<file path="config.mk">
export PLATFORM = sky130hd
export DESIGN_NAME = rc4_session_ctrl
export DESIGN_NICKNAME = d
export VERILOG_FILES = /design/src/rtl/rc4_session_ctrl.sv
export SDC_FILE = /design/constraint.sdc
export NUM_CORES = 1
export LEC_CHECK = 0
export CAP_MARGIN = 20
export CORE_ASPECT_RATIO = 1.1
export CORE_MARGIN = 2
export CORE_UTILIZATION = 54
export CTS_CLUSTER_SIZE = 20
export DETAILED_ROUTE_END_ITERATION = 8
export PLACE_DENSITY_LB_ADDON = 0.1
export SETUP_SLACK_MARGIN = 0.2
export SYNTH_ARGS = -nofsm -noshare
export SYNTH_HDL_FRONTEND = slang
export SYNTH_SLANG_ARGS = --single-unit
</file>
<file path="constraint.sdc">
create_clock -name clk -period 4.3 [get_ports clk]
set_input_delay 0.43 -clock clk [delete_from_list [all_inputs] [get_ports clk]]
set_output_delay 0.43 -clock clk [all_outputs]
set_load 0.03 [all_outputs]
</file>
<file path="src/rtl/rc4_session_ctrl.sv">
// ============================================================================
// rc4_session_ctrl
// ----------------------------------------------------------------------------
// Sequences one RC4 keystream core per session. A legal key command
// re-initialises the core, runs it (KSA then PRGA), buffers its keystream
// bytes in a small FIFO and serves them to a consumer over valid/ready.
//
// Valid/ready rule used on every handshake in this block: a transfer happens
// in the cycle where valid && ready are both high at the rising clock edge.
// The source holds valid and its payload steady until that transfer happens.
// The sink may raise or drop ready freely.
//
// Ports
//   clk, rst_n                    clock, asynchronous active-low reset
//   cmd_valid/cmd_ready           session command handshake (ready in IDLE)
//   cmd_key[31:0], cmd_key_len    key (byte 0 = [7:0]) and length 1..4
//   abort                         kill the current session (ignored in IDLE)
//   core_rst_n                    synchronous active-low re-init to the core
//   core_start                    run enable to the core
//   core_key, core_key_length     latched key and length
//   core_ks_valid, core_ks_byte   keystream byte from the core
//   core_done                     core has emitted its final byte (level)
//   ks_valid/ks_ready, ks_data    keystream output handshake, FIFO head byte
//   ks_last                       ks_data is the final byte of the session
//   busy                          session in progress (state != IDLE)
//   err                           one-cycle pulse: illegal key length
//   ovf                           sticky: a byte was dropped on a full FIFO
//   dbg_state                     current FSM state encoding
// ============================================================================
module rc4_session_ctrl #(
    parameter int FIFO_DEPTH = 8,
    parameter int SKID       = 2
) (
    input  logic        clk,
    input  logic        rst_n,
    input  logic        cmd_valid,
    output logic        cmd_ready,
    input  logic [31:0] cmd_key,
    input  logic [7:0]  cmd_key_len,
    input  logic        abort,
    output logic        core_rst_n,
    output logic        core_start,
    output logic [31:0] core_key,
    output logic [7:0]  core_key_length,
    input  logic        core_ks_valid,
    input  logic [7:0]  core_ks_byte,
    input  logic        core_done,
    output logic        ks_valid,
    input  logic        ks_ready,
    output logic [7:0]  ks_data,
    output logic        ks_last,
    output logic        busy,
    output logic        err,
    output logic        ovf,
    output logic [2:0]  dbg_state
);

    localparam int AW = $clog2(FIFO_DEPTH);
    localparam int CW = AW + 1;

    typedef enum logic [2:0] {
        S_IDLE  = 3'd0,
        S_INIT  = 3'd1,
        S_RUN   = 3'd2,
        S_DRAIN = 3'd3,
        S_ABORT = 3'd4
    } state_t;

    state_t         r_state, w_state_nxt;
    logic           r_hold, w_hold_nxt;   // second cycle of a 2-cycle core reset
    logic [7:0]     r_mem [FIFO_DEPTH];
    logic [AW-1:0]  r_wr_ptr, r_rd_ptr;
    logic [CW-1:0]  r_count, w_count_nxt;
    logic           r_core_rst_n, r_core_start, r_err, r_ovf;
    logic [31:0]    r_core_key;
    logic [7:0]     r_core_key_length;

    logic w_cmd_fire, w_len_ok, w_abort, w_full;
    logic w_push, w_pop, w_push_ok, w_push_drop, w_core_start_nxt;

    assign w_cmd_fire  = cmd_valid && (r_state == S_IDLE);
    assign w_len_ok    = (cmd_key_len != 8'd0) && (cmd_key_len <= 8'd4);
    assign w_abort     = abort && (r_state != S_IDLE);
    assign w_full      = (r_count == CW'(FIFO_DEPTH));
    assign w_pop       = ks_valid && ks_ready;
    // Abort outranks a byte arriving in the same cycle.
    assign w_push      = (r_state == S_RUN) && core_ks_valid && !w_abort;
    // A simultaneous pop frees the slot, so a push on full still lands.
    assign w_push_ok   = w_push && (!w_full || w_pop);
    assign w_push_drop = w_push && w_full && !w_pop;

    always_comb begin
        w_count_nxt = r_count;
        if (w_abort) begin
            w_count_nxt = '0;
        end else begin
            case ({w_push_ok, w_pop})
                2'b10:   w_count_nxt = r_count + CW'(1);
                2'b01:   w_count_nxt = r_count - CW'(1);
                default: w_count_nxt = r_count;
            endcase
        end
    end

    always_comb begin
        w_state_nxt = r_state;
        w_hold_nxt  = r_hold;
        if (w_abort) begin
            w_state_nxt = S_ABORT;
            w_hold_nxt  = 1'b0;
        end else begin
            case (r_state)
                S_IDLE: begin
                    if (w_cmd_fire && w_len_ok) begin
                        w_state_nxt = S_INIT;
                        w_hold_nxt  = 1'b0;
                    end
                end
                S_INIT: begin
                    if (r_hold) w_state_nxt = S_RUN;
                    else        w_hold_nxt  = 1'b1;
                end
                S_RUN: begin
                    if (core_done) w_state_nxt = S_DRAIN;
                end
                S_DRAIN: begin
                    // Looking at the next count lets busy fall right after the
                    // final byte is taken, and leaves an empty DRAIN in 1 cycle.
                    if (w_count_nxt == '0) w_state_nxt = S_IDLE;
                end
                S_ABORT: begin
                    if (r_hold) w_state_nxt = S_IDLE;
                    else        w_hold_nxt  = 1'b1;
                end
                default: w_state_nxt = S_IDLE;
            endcase
        end
    end

    // Registered run enable reflects the count after this edge, so it drops
    // in the same cycle the buffer reaches its reserve threshold.
    assign w_core_start_nxt = (w_state_nxt == S_RUN) &&
                              (w_count_nxt < CW'(FIFO_DEPTH - SKID));

    always_ff @(posedge clk or negedge rst_n) begin
        if (!rst_n) begin
            r_state           <= S_IDLE;
            r_hold            <= 1'b0;
            r_count           <= '0;
            r_wr_ptr          <= '0;
            r_rd_ptr          <= '0;
            r_core_rst_n      <= 1'b0;
            r_core_start      <= 1'b0;
            r_core_key        <= '0;
            r_core_key_length <= '0;
            r_err             <= 1'b0;
            r_ovf             <= 1'b0;
        end else begin
            r_state      <= w_state_nxt;
            r_hold       <= w_hold_nxt;
            r_count      <= w_count_nxt;
            r_core_rst_n <= !((w_state_nxt == S_INIT) || (w_state_nxt == S_ABORT));
            r_core_start <= w_core_start_nxt;
            r_err        <= w_cmd_fire && !w_len_ok;
            if (w_abort) begin
                r_wr_ptr <= '0;
                r_rd_ptr <= '0;
            end else begin
                if (w_push_ok) r_wr_ptr <= r_wr_ptr + AW'(1);
                if (w_pop)     r_rd_ptr <= r_rd_ptr + AW'(1);
            end
            if (w_cmd_fire && w_len_ok) begin
                r_core_key        <= cmd_key;
                r_core_key_length <= cmd_key_len;
                r_ovf             <= 1'b0;
            end else if (w_push_drop) begin
                r_ovf <= 1'b1;
            end
        end
    end

    // Storage needs no reset: ks_valid gates every read.
    always_ff @(posedge clk) begin
        if (w_push_ok) r_mem[r_wr_ptr] <= core_ks_byte;
    end

    assign cmd_ready       = (r_state == S_IDLE);
    assign busy            = (r_state != S_IDLE);
    assign ks_valid        = (r_count != '0);
    assign ks_data         = r_mem[r_rd_ptr];
    assign ks_last         = ks_valid && (r_state == S_DRAIN) && (r_count == CW'(1));
    assign core_rst_n      = r_core_rst_n;
    assign core_start      = r_core_start;
    assign core_key        = r_core_key;
    assign core_key_length = r_core_key_length;
    assign err             = r_err;
    assign ovf             = r_ovf;
    assign dbg_state       = r_state;

endmodule

</file>
; Word-level counts from Yosys, hierarchy flattened
; Memories as Yosys holds them, arrays and structs flattened.
; Index checks and enable logic that the tools add are counted.
[classes]
addsub = 4
order_cmp = 2
n_eq_ne = 12
n_mux = 20
reduce_logical = 32
[ops]
columns = operator, n
row1 = two-way mux 3 bit, 10
row2 = one-hot mux 3 bit (5 select lines), 1
row3 = logical AND 1 bit, 14
row4 = "equality test 3 x 2 -> 1 bit, second input constant", 3
row5 = "less-or-equal comparator 8 x 3 -> 1 bit, second input constant", 1
row6 = one-hot mux 4 bit (2 select lines), 1
row7 = nonzero test 8 bit, 1
row8 = "adder 3 x 1 -> 3 bit, second input constant", 2
row9 = "equality test 3 x 1 -> 1 bit, second input constant", 2
row10 = "equality test 3 bit, second input constant", 2
row11 = two-way mux 1 bit, 6
row12 = nonzero test 2 bit, 3
row13 = nonzero test 3 bit, 2
row14 = logical NOT 1 bit, 5
row15 = "adder 4 x 1 -> 4 bit, second input constant", 1
row16 = "equality test 4 x 1 -> 1 bit, second input constant", 1
row17 = "equality test 4 bit, second input constant", 1
row18 = logical NOT 4 bit, 1
row19 = "less-than comparator 4 x 3 -> 1 bit, second input constant", 1
row20 = two-way mux 4 bit, 1
row21 = nonzero test 4 bit, 1
row22 = "subtractor 4 x 1 -> 4 bit, second input constant", 1
row23 = logical NOT 3 bit, 1
row24 = "!= test 3 x 1 -> 1 bit, second input constant", 1
row25 = 6 further kinds, 7
[totals]
register_bits = 58
ramBits = 64
inputBits = 55
output_inout_bits = 59
elab_cells = 82
n_memories = 1
[mem_list]
columns = name, depth, word_bits, rd, rd_ports_with_merged_regs, wr, line_no
row1 = r_mem, 8, 8, 1, 0, 1, 71  ; logic [7:0] r_mem [FIFO_DEPTH];

; Longest topological paths before layout
[logic_depth]
ltp_word = 15
mapped_depth = 12
depth_no_buf = 11

; Worst setup path before layout
; No wires, ideal clock.
[synth_timing]
path_type = reg-to-reg
start = register r_count[0]
end = register r_state[0], in the netlist dbg_state[0]
setup_time_ns = 0.110
t_arrival_ns = 3.012
required_time_ns = 4.190
slack_ns = 1.178
stages_incl_launch_ff = 11
n_path_buf = 1
synth_period_minus_slack_ns = 3.122
cell_sequence = dfrtp_1 > inv_1 > ha_1 > or3b_2 > and2_1 > clkbuf_1 > ha_1 > or4b_2 > o221ai_1 > nor3_1 > o41ai_1
[synth_via]
elab_chain_cells = 11
word_cells_on_any_way = 16
classes_between = add/sub (2) / eq/ne (3) / mux (5) / reduce/logical (6)
[synth_lines]
columns = element, line_no
row1 = "start, declared", 73  ; logic [CW-1:0] r_count, w_count_nxt;
row2 = "start signal, assigned", 161  ; r_count <= w_count_nxt;
row3 = nonzero test 4 bit (*), 189  ; assign ks_valid = (r_count != '0);
row4 = named net ks_valid, 48  ; output logic ks_valid,
row5 = logical AND 1 bit (*), 85  ; assign w_pop = ks_valid && ks_ready;
row6 = logical OR 1 bit, 89  ; assign w_push_ok = w_push && (!w_full || w_pop);
row7 = logical AND 1 bit, 89
row8 = equality test 2 x 1 -> 1 bit / equality test 2 bit (equally long branches), 97  ; case ({w_push_ok, w_pop})
row9 = one-hot mux 4 bit (2 select lines) (*), 97
row10 = two-way mux 4 bit (*), 94  ; if (w_abort) begin
row11 = logical NOT 4 bit (*), 129  ; if (w_count_nxt == '0) w_state_nxt = S_IDLE;
row12 = two-way mux 3 bit (*), 129
row13 = one-hot mux 3 bit (5 select lines) (*), 112  ; case (r_state)
row14 = two-way mux 3 bit (*), 108  ; if (w_abort) begin
row15 = named net w_state_nxt[0], 69  ; state_t r_state, w_state_nxt;
row16 = "end signal, assigned", 159  ; r_state <= w_state_nxt;
row17 = "end, declared", 69
; Mark *: on every way through the listed nets, which the timed path passes. The rest lies on a longest branch.
; A chain may end at the register's enable or synchronous reset.

; Worst setup path in the final report
[layout_timing]
start = register r_count[0]
end = register r_state[0], in the netlist dbg_state[0]
[layout_via]
elab_chain_cells = 11
word_cells_on_any_way = 16
classes_between = add/sub (2) / eq/ne (3) / mux (5) / reduce/logical (6)
[layout_lines]
columns = element, line_no
row1 = equality test 4 bit / nonzero test 4 bit (equally long branches), "84, 189"
row2 = logical NOT 1 bit / logical AND 1 bit (equally long branches), "89, 85"
row3 = logical OR 1 bit, 89
row4 = logical AND 1 bit, 89
row5 = equality test 2 x 1 -> 1 bit / equality test 2 bit (equally long branches), 97
row6 = one-hot mux 4 bit (2 select lines) (*), 97
row7 = two-way mux 4 bit (*), 94
row8 = logical NOT 4 bit (*), 129
row9 = two-way mux 3 bit (*), 129
row10 = one-hot mux 3 bit (5 select lines) (*), 112
row11 = two-way mux 3 bit (*), 108
row12 = named net w_state_nxt[0], 69
; Marks and branches as above.

==> metrics.yaml <==
drt:
  wl_per_cell_um: 18.34
  vias_per_cell: 5.433
  wl_um: 10600
  drc_errors: 0
  drtIter0Drc: 104
  dr_total_vias: 3140
  ant_nets: 0
  firstDrtPassIters: 4
finish:
  nNetsFinal: 511
  drive_gt1_share_pct: 14.97
  final_cells: 578
  antenna-diode-count: 0
  final_util_pct: 74.09
  stdcell_area_um2: 6894
  fillers: 610
  final_common_cell: "clkdlybuf4s50_1"
  syn_to_final_growth_pct: 34.85
  most-common-layout-cells: "112 x clkdlybuf4s50_1, 64 x edfxtp_1, 58 x dfrtp_1"
yosys:
  syn_area_um2: 5112
  syn_inst: 326
  synth.distinct_cells: 43
  synth-seq-area-share_pct: 65.98
  synth_edf_count: 64
  yosysTopAreaCellShare_pct: 37.59
  ys_ff_latch: 122
  yosysTopAreaCell: "edfxtp_1"
  syn_avg_cell_area_um2: 15.68
  synthArstFlopShare_pct: 47.54
  synthesis.nets: 389
  synthFlopType: "edfxtp_1"
  ys_warn_count: 0
  synthTopCellsByArea: "edfxtp_1 38%, dfrtp_1 28%, mux4_2 7.0%, mux2_1 5.9%, mux2_2 3.5%"
cts:
  cts_hold_buf: 0
  clock_latency_ns: 0.51
  htreeDepth: 4
  postCtsSetupRepairBufs: 0
  cts_buffers: 17
  cts_resized: 0
  clk_pin_slew_ns: 0.05
  cts_buffer_depth: 2
  cts_num_sinks: 122
  cts_tree: "yes"
  cts_root_buf: "clkbuf_8"
power:
  p_per_area_nw_per_um2: 613.8
  clock_power_share_pct: 31.6
  leakage_nw: 2.702
  p_switching_mw: 1.331
  peakVddDrop_uv: 330.3
  p_int_mw: 2.901
  power_switching_share_pct: 31.46
  combPwrFrac_pct: 33.0
  p_seq_share_pct: 35.3
worst_setup_path:
  critPathArrivalTime_ns: 3.60
  critical_path.most_common_cell: "ha_1"
  critPathTopFamily: "simple AND/OR/NAND/NOR gates"
  critPathCaptureType: "flip-flop"
  worstPathRequired_ns: 4.70
  crit_buf_inv: 1
  worstPathCellList: "inv_1 -> ha_1 -> or3b_2 -> and2_1 -> ha_1 -> or4b_2 -> o221ai_1 -> nor3_1 -> o41ai_1"
  path_max_fanout: 12
  worstSetupStartpointType: "flip-flop"
  path_class: "reg2reg"
  cp_slowest_cell: "or4b_2"
  cpPeakStageDelay_ns: 0.67
floorplan:
  row_count: 37
  die_area_um2: 10260
  initial_core_util_pct: 54.94
  io_pins: 114
  fp.dieH_um: 106.1
  die_w_um: 96.77
  core_area_um2: 9305
placement:
  post-dp-hpwl_um: 7190
  placed_area_um2: 6334
  place_inst: 546
  dp_slack_ns: 1.080
  gp_congestion: 0.8067
  io_buffers: 113
timing:
  period_needed_ns: 3.200
  finalSetupTns_ns: 0
  rsz0062_at_grt: "no"
  fin_crit_sh_pct: 74.42
  worstMarginPinSlew_ns: 0.9993
  maxSlewHeadroom_pct: 33.13
  fmax_mhz: 312.5
  setup_viol: 0
  drv_slew: 0
  finalWorstSetupSlack_ns: 1.100
  hold_viol_final: 0
  skew_ns: 0.01142
global_route:
  gr-total-overflow: 0
  grt_pass1_wl_um: 17260
  antenna_found_initial: 0
  grt_pass1_vias: 3419
  grtUsageTotal_pct: 22.23
  grt_max_degree: 59
outcome:
  outcome: "finished clean"
worst_hold_path:
  hold_class: "in2async"
run:
  max_cap_violations: 0
[sequential cells by signal, indices dropped and copies added, names as in the netlist]
| register | cells |
|---|---|
| core_key_length | 8 |
| ovf | 1 |
| r_wr_ptr | 3 |
| core_rst_n | 1 |
| r_count | 4 |
| r_mem | 64 |
| r_rd_ptr | 3 |
| dbg_state | 3 |
| core_key | 32 |
| err | 1 |
| core_start | 1 |
| r_hold | 1 |
[cells by family (layout without fill, tap and decap cells)]
family,count (synthesis),after routing,share of synthesized area (%)
xor gates and xnor gates,4,4,0.6854
adders and majority gates,8,8,1.958
buffers and inverters,25,160,2.545
DFF,122,122,65.98
AOI/OAI and AO/OA,26,26,3.329
muxes,62,62,17.11
and+or+nand+nor,79,79,8.394
[cell type report]
cell class | instances | area, µm² | share of cell area, %
flip-flops and latches | 122 | 3373 | 48.93
multi-input cells | 179 | 1609 | 23.34
repair buffers | 119 | 1171 | 16.99
clock buffers | 24 | 440.4 | 6.388
well taps | 117 | 146.4 | 2.123
clock inverters | 8 | 120.1 | 1.742
inverters | 9 | 33.78 | 0.4900
[routing by layer]
layer  part of all wire, %  up-vias  GRT usage (%)
li1                      -     1462              -
met1                    39     1549          25.32
met2                    51      115          36.71
met3                   8.5       14          10.72
met4                   1.3        0          8.048
met5                     0        -              0
[power groups by stage]
stage	Combinational [mW]	Sequential [mW]	Clock, mW
floorplan	0.806	1.61	0
global placement	1.39	1.51	0
detailed placement	1.41	1.52	0
CTS	1.41	1.50	1.36
global route	1.51	1.52	1.42
finish	1.40	1.50	1.34
[Yosys cell counts (3+ instances only)]
| library cell | n |
|---|---|
| o21ai_0 | 4 |
| dfrtp_1 | 58 |
| nor3_1 | 6 |
| a21oi_1 | 8 |
| mux4_2 | 16 |
| nand2b_1 | 5 |
| inv_1 | 9 |
| o31ai_1 | 3 |
| nor2b_1 | 7 |
| edfxtp_1 | 64 |
| mux2_2 | 16 |
| mux2i_1 | 3 |
| and2_1 | 8 |
| nand2_1 | 14 |
| clkbuf_1 | 5 |
| buf_2 | 5 |
| buf_6 | 4 |
| nor2_1 | 26 |
| mux2_1 | 27 |
| ha_1 | 8 |
[final timing paths]
kind,from,slack (ns),cells past startpoint,end
min in group clk,core_key[10],0.48,1,core_key[10]
max in group asynchronous,rst_n,3.75,2,r_wr_ptr[2]
max reg2reg,r_count[0],1.10,9,dbg_state[0]
max,r_count[0],1.10,9,dbg_state[0]
min,rst_n,0.07,2,core_key[10]
min reg2reg,core_key[10],0.48,1,core_key[10]
[stage by stage]
| stage | hold slack, ns | power [mW] |
|---|---|---|
| 6_report | 0.06767 | 4.232 |
| 5_1_grt | 0.1280 | 4.440 |
| 4_1_cts | 0.07768 | 4.272 |
| 3_5_place_dp | 0.4706 | 2.921 |
| 3_3_place_gp | 0.4660 | 2.895 |
| 2_1_floorplan | 0.1344 | 2.414 |
(Power assumes the default switching activity.)
